<file path="config.mk">
export PLATFORM = sky130hd
export DESIGN_NAME = ticket_vend_ctrl
export DESIGN_NICKNAME = d
export VERILOG_FILES = /design/src/rtl/ticket_pkg.sv /design/src/rtl/ticket_timeout_timer.sv /design/src/rtl/ticket_vend_ctrl.sv
export SDC_FILE = /design/constraint.sdc
export NUM_CORES = 1
export LEC_CHECK = 0
export BUFFER_PORTS_ARGS = -buffer_cell sky130_fd_sc_hd__buf_2
export CAP_MARGIN = 20
export CELL_PAD_IN_SITES_DETAIL_PLACEMENT = 0
export CELL_PAD_IN_SITES_GLOBAL_PLACEMENT = 1
export CORE_UTILIZATION = 34
export CTS_CLUSTER_DIAMETER = 40
export CTS_CLUSTER_SIZE = 40
export DETAILED_ROUTE_END_ITERATION = 10
export PLACE_DENSITY_LB_ADDON = 0.1
export SETUP_SLACK_MARGIN = 0.2
export SYNTH_ARGS = -nofsm -noshare
export SYNTH_HDL_FRONTEND = slang
export SYNTH_SLANG_ARGS = --single-unit
</file>
<file path="constraint.sdc">
create_clock -name clk -period 4.8 [get_ports clk]
set_input_delay 0.96 -clock clk [delete_from_list [all_inputs] [get_ports clk]]
set_output_delay 0.96 -clock clk [all_outputs]
set_load 0.05 [all_outputs]
</file>
<file path="src/rtl/ticket_pkg.sv">
// ----------------------------------------------------------------------------
// ticket_pkg
// Shared types and constants for the multi-ticket vending controller.
//   vend_state_t   : controller state encoding
//   DEFAULT_PRICES : packed default price table (type 0 in the LSBs)
//   paid_width()   : width needed for due/paid/change values
// ----------------------------------------------------------------------------
package ticket_pkg;

   typedef enum logic [2:0] {
      IDLE     = 3'd0,
      PAY      = 3'd1,
      DISPENSE = 3'd2,
      CHANGE   = 3'd3,
      REFUND   = 3'd4
   } vend_state_t;

   // Prices for types 3..0: 30, 20, 10, 5
   localparam logic [31:0] DEFAULT_PRICES = {8'd30, 8'd20, 8'd10, 8'd5};

   // One extra bit beyond price*count leaves headroom for overpayment
   function automatic int paid_width(input int money_w, input int cnt_w);
      return money_w + cnt_w + 1;
   endfunction

endpackage

</file>
<file path="src/rtl/ticket_timeout_timer.sv">
// ----------------------------------------------------------------------------
// ticket_timeout_timer
// Reloadable inactivity down-counter. A restart loads TIMEOUT-1; while run is
// high the count walks down to zero, and expire is high during the cycle in
// which the count sits at zero, so the owner acts on the edge exactly TIMEOUT
// cycles after the last restart.
// Ports:
//   clk     in  : clock, rising edge
//   rst     in  : synchronous active-low reset
//   restart in  : reload the counter (entry to the waiting state or activity)
//   run     in  : counting enable (owner is in its waiting state)
//   expire  out : timeout reached this cycle
// ----------------------------------------------------------------------------
module ticket_timeout_timer #(
   parameter int TIMEOUT = 255
) (
   input  logic clk,
   input  logic rst,
   input  logic restart,
   input  logic run,
   output logic expire
);

   localparam int CW = (TIMEOUT > 1) ? $clog2(TIMEOUT) : 1;
   localparam logic [CW-1:0] RELOAD = CW'(TIMEOUT - 1);

   logic [CW-1:0] count;

   // Reload on restart, otherwise count down and park at zero
   always_ff @(posedge clk) begin
      if (!rst) begin
         count <= '0;
      end else if (restart) begin
         count <= RELOAD;
      end else if (run && (count != '0)) begin
         count <= count - CW'(1);
      end
   end

   assign expire = run && (count == '0);

endmodule

</file>
<file path="src/rtl/ticket_vend_ctrl.sv">
// ----------------------------------------------------------------------------
// ticket_vend_ctrl
// Multi-ticket vending controller. Latches a ticket type and count, collects
// coins through a ready/valid handshake, then either dispenses one pulse per
// ticket followed by a change strobe, or refunds everything on cancel or on
// inactivity timeout.
// Ports:
//   clk, rst                 : clock and synchronous active-low reset
//   sel_valid/type/count     : ticket selection from the keypad
//   sel_err                  : one-cycle pulse after a rejected selection
//   coin_valid/value/ready   : coin handshake (ready is combinational)
//   sure, nsure              : confirm / cancel
//   ticket_pulse             : one cycle high per ticket dispensed
//   change_valid/amount      : change or refund transfer strobe
//   refund                   : transfer is a refund, not change
//   paid, due                : running coin total and latched price*count
//   busy                     : controller is not idle
// ----------------------------------------------------------------------------
module ticket_vend_ctrl
   import ticket_pkg::*;
#(
   parameter int NUM_TYPES = 4,
   parameter int TYPE_W    = 2,
   parameter int CNT_W     = 3,
   parameter int MONEY_W   = 8,
   parameter logic [NUM_TYPES*MONEY_W-1:0] PRICES = DEFAULT_PRICES,
   parameter int TIMEOUT   = 255,
   parameter int PAID_W    = paid_width(MONEY_W, CNT_W)
) (
   input  logic               clk,
   input  logic               rst,
   input  logic               sel_valid,
   input  logic [TYPE_W-1:0]  sel_type,
   input  logic [CNT_W-1:0]   sel_count,
   output logic               sel_err,
   input  logic               coin_valid,
   input  logic [MONEY_W-1:0] coin_value,
   output logic               coin_ready,
   input  logic               sure,
   input  logic               nsure,
   output logic               ticket_pulse,
   output logic               change_valid,
   output logic [PAID_W-1:0]  change_amount,
   output logic               refund,
   output logic [PAID_W-1:0]  paid,
   output logic [PAID_W-1:0]  due,
   output logic               busy
);

   vend_state_t state, next_state;

   logic [CNT_W-1:0]  left;
   logic [PAID_W:0]   coin_sum;
   logic              coin_take;
   logic              sel_ok;
   logic              sel_bad;
   logic              timer_restart;
   logic              timer_expire;

   // Price lookup that stays safe for type codes beyond the table
   function automatic logic [MONEY_W-1:0] price_of(input logic [TYPE_W-1:0] t);
      logic [MONEY_W-1:0] p;
      p = '0;
      for (int i = 0; i < NUM_TYPES; i++) begin
         if (int'(t) == i) begin
            p = PRICES[i*MONEY_W +: MONEY_W];
         end
      end
      return p;
   endfunction

   // One extra bit catches a coin that would wrap the paid total
   assign coin_sum   = {1'b0, paid} + {{(PAID_W + 1 - MONEY_W){1'b0}}, coin_value};
   assign coin_ready = (state == PAY) && !coin_sum[PAID_W];

   ticket_timeout_timer #(
      .TIMEOUT (TIMEOUT)
   ) u_timer (
      .clk     (clk),
      .rst     (rst),
      .restart (timer_restart),
      .run     (state == PAY),
      .expire  (timer_expire)
   );

   // State register
   always_ff @(posedge clk) begin
      if (!rst) begin
         state <= IDLE;
      end else begin
         state <= next_state;
      end
   end

   // Next-state logic; cancel and timeout both outrank a confirm
   always_comb begin
      next_state    = state;
      coin_take     = 1'b0;
      sel_ok        = 1'b0;
      sel_bad       = 1'b0;
      timer_restart = 1'b0;
      case (state)
         IDLE: begin
            if (sel_valid) begin
               if ((sel_count != '0) && (int'(sel_type) < NUM_TYPES)) begin
                  sel_ok     = 1'b1;
                  next_state = PAY;
               end else begin
                  sel_bad = 1'b1;
               end
            end
         end
         PAY: begin
            coin_take = coin_valid && coin_ready;
            if (nsure || timer_expire) begin
               next_state = REFUND;
            end else if (sure && (paid >= due)) begin
               next_state = DISPENSE;
            end
         end
         DISPENSE: begin
            if (left <= CNT_W'(1)) begin
               next_state = CHANGE;
            end
         end
         CHANGE:  next_state = IDLE;
         REFUND:  next_state = IDLE;
         default: next_state = IDLE;
      endcase
      timer_restart = sel_ok || coin_take;
   end

   // Transaction datapath: selection latch, coin total, tickets remaining
   always_ff @(posedge clk) begin
      if (!rst) begin
         paid    <= '0;
         due     <= '0;
         left    <= '0;
         sel_err <= 1'b0;
      end else begin
         sel_err <= sel_bad;
         case (state)
            IDLE: begin
               if (sel_ok) begin
                  due  <= PAID_W'(price_of(sel_type)) * PAID_W'(sel_count);
                  paid <= '0;
                  left <= sel_count;
               end
            end
            PAY: begin
               if (coin_take) begin
                  paid <= coin_sum[PAID_W-1:0];
               end
            end
            DISPENSE: begin
               left <= left - CNT_W'(1);
            end
            CHANGE, REFUND: begin
               paid <= '0;
               due  <= '0;
               left <= '0;
            end
            default: begin
            end
         endcase
      end
   end

   // Outputs decode directly from the registered state, so reset clears them
   assign busy          = (state != IDLE);
   assign ticket_pulse  = (state == DISPENSE);
   assign change_valid  = (state == CHANGE) || (state == REFUND);
   assign refund        = (state == REFUND);
   assign change_amount = (state == CHANGE) ? (paid - due) :
                          (state == REFUND) ? paid : '0;

endmodule

</file>
==> Yosys cells after proc, flatten, opt, wreduce, memory -nomap -nowiden <==
Index checks and enable logic that the tools add are counted.
{ "totals": {"ff_bits": 39, "inputBits": 19, "out_inout_bits": 42} }
{ "classes": {"n_addsub": 4, "n_mul": 1, "n_lt_le_gt_ge": 2, "n_eq_ne": 13, "muxes": 29, "n_bitwise": 1, "n_reduce_logical": 26} }
{ "op_table": {"columns": ["operator", "n"], "rows": [
  ["8-bit two-way mux", 8],
  ["12-bit two-way mux", 5],
  ["12-bit case mux with 3 select lines", 1],
  ["12-bit case mux with 2 select lines", 1],
  ["3-bit two-way mux", 7],
  ["3-bit case mux with 3 select lines", 2],
  ["12-bit by 8-bit adder with 13-bit output", 1],
  ["12-bit >= comparator", 1],
  ["3-bit nonzero test", 4],
  ["12-bit subtractor", 1],
  ["8-bit by 3-bit multiplier with 11-bit output", 1],
  ["8-bit zero test", 1],
  ["2-bit != test, second input constant", 4],
  ["8-bit nonzero test", 1],
  ["8-bit by 1-bit subtractor with 8-bit output, second input constant", 1],
  ["3-bit by 2-bit equality test with 1-bit output, second input constant", 2],
  ["3-bit AND reduction", 2],
  ["1-bit logical AND", 5],
  ["1-bit two-way mux", 5],
  ["2-bit equality test, second input constant", 2],
  ["2-bit AND reduction", 2],
  ["4-bit AND reduction", 1],
  ["2-bit nonzero test", 2],
  ["2-bit OR reduction", 2],
  ["other kinds (12)", 14]
]} }

==> Longest topological paths before layout <==
{ "depth": {"ltp_word": 11, "mapped_depth": 13, "depth_no_buf": 13} }

==> Modules after synthesis <==
From an unflattened synthesis, not the netlist that was laid out.
{ "hier_totals": {"hier_cells": 376, "area_unflattened_um2": 3010.4} }
{ "by_module_without_submodules": {"columns": ["mod", "n_inst", "cells_per_inst", "area_per_inst_um2", "seq_area_each_um2"], "rows": [
  ["ticket_vend_ctrl", 1, 326, 2565.0, 540.5],
  ["ticket_timeout_timer", 1, 50, 445.4, 160.2]
]} }

==> Worst setup path before layout <==
OpenSTA, ideal clock, no wires.
{ "synth_path": {"kind": "register to output", "from": "register due[2]", "to": "output port change_amount[8]", "arrival_time_ns": 3.226, "t_required_ns": 3.840, "slack_ns": 0.614, "stages_incl_launch_ff": 8, "n_path_buf": 0, "cell_sequence": "dfxtp_1 > inv_1 > ha_1 > nor2b_1 > o21ai_1 > a21oi_1 > o21a_1 > o41ai_1"} }
{ "synth_between": {"elab_chain_cells": 2} }
{ "synth_lines": {"columns": ["element", "line_no", "rtl"], "rows": [
  ["from (decl)", "ticket_vend_ctrl.sv:46", "output logic [PAID_W-1:0] due,"],
  ["from (signal assigned)", "ticket_vend_ctrl.sv:145", "due <= PAID_W'(price_of(sel_type)) * PAID_W'(sel_count);"],
  ["12-bit subtractor", "ticket_vend_ctrl.sv:174", "assign change_amount = (state == CHANGE) ? (paid - due) :"],
  ["12-bit two-way mux", "ticket_vend_ctrl.sv:174", null],
  ["to (decl)", "ticket_vend_ctrl.sv:43", "output logic [PAID_W-1:0] change_amount,"]
]} }
Every way passes these cells.

==> Worst setup path in the final report <==
{ "layout_path": {"from": "register paid[0]", "to": "output port change_amount[6]"} }
{ "layout_between": {"elab_chain_cells": 2} }
{ "layout_lines": {"columns": ["element", "line_no", "rtl"], "rows": [
  ["from (decl)", "ticket_vend_ctrl.sv:45", "output logic [PAID_W-1:0] paid,"],
  ["from (signal assigned)", "ticket_vend_ctrl.sv:152", "paid <= coin_sum[PAID_W-1:0];"],
  ["12-bit subtractor", "ticket_vend_ctrl.sv:174", null],
  ["12-bit two-way mux", "ticket_vend_ctrl.sv:174", null]
]} }
Every way passes these cells.

==> results.toml <==
[outcome]
result_of_the_run = "complete, no violations"

[clock_network]
numCtsBuffers = 5
htree_levels = 2
insertion_delay_ns = 0.29
post_cts_buffers = 0
post_cts_resize_count = 0
tritoncts_clock_tree = "built"
cts_hold_buf = 0
cts.root.buffer_cell = "clkbuf_8"
clock_sinks = 35
clock_tree.buffer_depth = 2
clk_pin_slew_ns = 0.07

[power]
report.power.total_uw = 911
vdd_drop_max_mv = 0.106
power-per-cell-area_nw_per_um2 = 261
power.leakage_nw = 1.58

[routing]
routed-wl-met3_um = 288
detail_route.wirelength_mm = 7.82
dr.first_iter.drc_count = 74
drcViolationCount = 0
dr.max_layer_used = "met4"
avgViaCountPerCell = 5.19
routed-via-count = 2818
drt-pass1-iter-count = 4
wl_met1_mm = 3.84
wl_per_instance_um = 14.4
ant_nets = 0
dr_wl_met2_mm = 3.53

[worst_setup_path]
arrival_ns = 2.77
critical_path.n_buffers_inverters = 2
regToRegStartpoint = "paid[0]"
timing.critical_path.from = "paid[0]"
crit_path_end_kind = "output port"
cpLargestDelayFamily = "compound AO/OA/AOI/OAI gates"
rr_endpoint = "u_timer.count[0]"
worstRegToRegCells = 9
timing_worst_setup_path_type = "register to output port"
path_cells = "inv_1 -> ha_1 -> fa_1 -> nor2b_1 -> o21ai_1 -> a21boi_0 -> o21ai_0 -> a21o_1 -> a32o_1 -> buf_2"
crit_path_max_fo = 3
critical_path_required_ns = 3.84
critPathLaunchType = "register"
worst_path_max_delay_cell = "fa_1"
cp_slowest_stage_delay_ns = 0.40
ff2ff_setup_slack_ns = 2.31

[synth]
synth_edf_count = 0
number_of_synthesized_register_bits = 35
synth_area_leaders = "dfxtp_1 23%, ha_1 11%, inv_1 4.1%, a21oi_1 3.9%, fa_1 3.9%"
synth_seq_area_share = 0.227
ys_async_sr_fraction = 0
avg_inst_size_synth_um2 = 8.02
total_of_warnings_raised_by_yosys = 0
ys.flop_type = "dfxtp_1"
synth_top_area_share = 0.227
post_synth_inst_count = 385
synth_area_leader_cell = "dfxtp_1"
synthDistinctLibCells = 65
netlist_area_um2 = 3090

[cells_and_area]
final-instance-count-excl-fill = 543
design.final.nets = 485
seq_area_um2 = 701
postLayoutCoreUtil = 0.399
n_antenna_cell = 0
multiInputGateArea_um2 = 2170
layout.cells.most_common_list = "56 x buf_2, 35 x dfxtp_1, 34 x inv_1"
area_growth_syn_to_layout_pct = 13.1
final_common_cell = "buf_2"
n_fill_cell = 939
layout-drive-gt1-share = 0.182

[hold_path]
min_delay_path_depth = 1
timing.hold.worst_endpoint = "left[0]"
min-delay-start = "left[0]"
holdCritPathClass = "register to register"

[floorplan]
core_um2 = 8760
die_area_um2 = 9470
std_cell_rows = 34
die_x_um = 97.3
starting_density_of_the_core = 0.353
ios = 61
die_h_um = 97.3

[timing]
worst_slew_slack_as_a_fraction_of_its_limit = 0.606
drv_slew = 0
finalHoldViolations = 0
timing_worst_slew_pin_value_ns = 0.592
timing.final.crit_share = 0.777
min_period_ns = 3.73
rsz0062_at_grt = "false"
achievable-frequency_mhz = 268
finalSetupTns_ns = 0
clock-skew-final_ns = 0.0106
holdWs_ns = 0.502
setup_viol = 0

[global_routing]
first_global_vias = 2675
grt_overflow_total = 0
grt_first_pass_wirelength_mm = 12.8
initial_antenna_violation_count = 0
largest_net_degree_at_the_start_of_global_routing = 31
grt_use_total = 0.169

[placement]
placement.io_buffers = 56
placed_cells = 535
half_perimeter_wire_length_after_detailed_placement_mm = 6.20
gpl.final_weighted_congestion = 0.759

[run]
maxCapViolCount = 0
==> report_power, final <==
group | switching [mW] | total, mW | internal [mW] | leakage, nW
clock network | 0.108 | 0.210 | 0.102 | 0.0422
logic | 0.225 | 0.359 | 0.134 | 1.26
registers | 0.0280 | 0.342 | 0.314 | 0.286
==> how the worst max path moves through the flow <==
stage | cells after the start | end
final | 10 | change_amount[6]
after floorplan | 7 | change_amount[8]
after global placement | 9 | coin_ready
after CTS | 9 | coin_ready
after detailed placement | 9 | coin_ready
after global routing | 10 | change_amount[6]
==> state kept, by name (all words and copies together), names as in the netlist <==
name           count
paid              12
due                8
u_timer.count      8
left               3
state              3
sel_err            1
==> routing by layer <==
layer  GRT usage  vias to the layer above
met4      0.0622                        0
met5           0                        -
met3      0.0317                       12
met1       0.219                     1297
met2       0.277                       49
li1            -                     1460
==> through the flow <==
stage / cell area [µm²] / setup WS (ns)
final: 3490 / 1.07
after detailed placement: 3410 / 1.03
after floorplan: 3100 / 0.614
after CTS: 3490 / 1.04
after global routing: 3490 / 0.864
after global placement: 3410 / 1.05
==> cells in the mapped netlist, drive strengths merged, types with 2 or more instances <==
| cell | n |
|---|---|
| dfxtp | 35 |
| a22oi | 9 |
| or3 | 6 |
| a31oi | 2 |
| o22ai | 2 |
| clkbuf | 6 |
| nand3 | 9 |
| ha | 26 |
| nand4b | 2 |
| mux2i | 2 |
| fa | 6 |
| o211ai | 6 |
| a21boi | 12 |
| nand4 | 6 |
| nor2b | 16 |
| o311ai | 2 |
| a21oi | 24 |
| or4 | 2 |
| nor3 | 7 |
| a32oi | 5 |
| and2 | 11 |
| o21ai | 22 |
| inv | 35 |
| nor2 | 33 |
| xnor2 | 10 |
| o31ai | 4 |
| buf | 11 |
| nor4 | 2 |
| o21bai | 4 |
| and3 | 3 |
| a211oi | 4 |
| nand2b | 8 |
| nand2 | 24 |
| a21o | 5 |
| o21a | 3 |
| nor3b | 3 |
| xor2 | 8 |
==> kinds of logic (layout without fill, tap and decap cells) <==
logic type / count (synthesis) / after routing / share of synthesized area
buf+inv: 52 / 99 / 0.0757
mux: 2 / 2 / 0.00648
xor+xnor: 18 / 18 / 0.0510
simple gates: 134 / 134 / 0.239
fa+ha+maj: 32 / 32 / 0.144
flops: 35 / 35 / 0.227
other cells: 1 / 4 / 0.00121
compound gates: 111 / 111 / 0.256
==> cell type report <==
class	instances	share of cell area
inverters	35	0.0376
well taps	108	0.0387
clock buffers	7	0.0218
multi-input cells	301	0.620
repair buffers	56	0.0802
flip-flops and latches	35	0.201
clock inverters	1	0.00143
(Power assumes the default switching activity.)
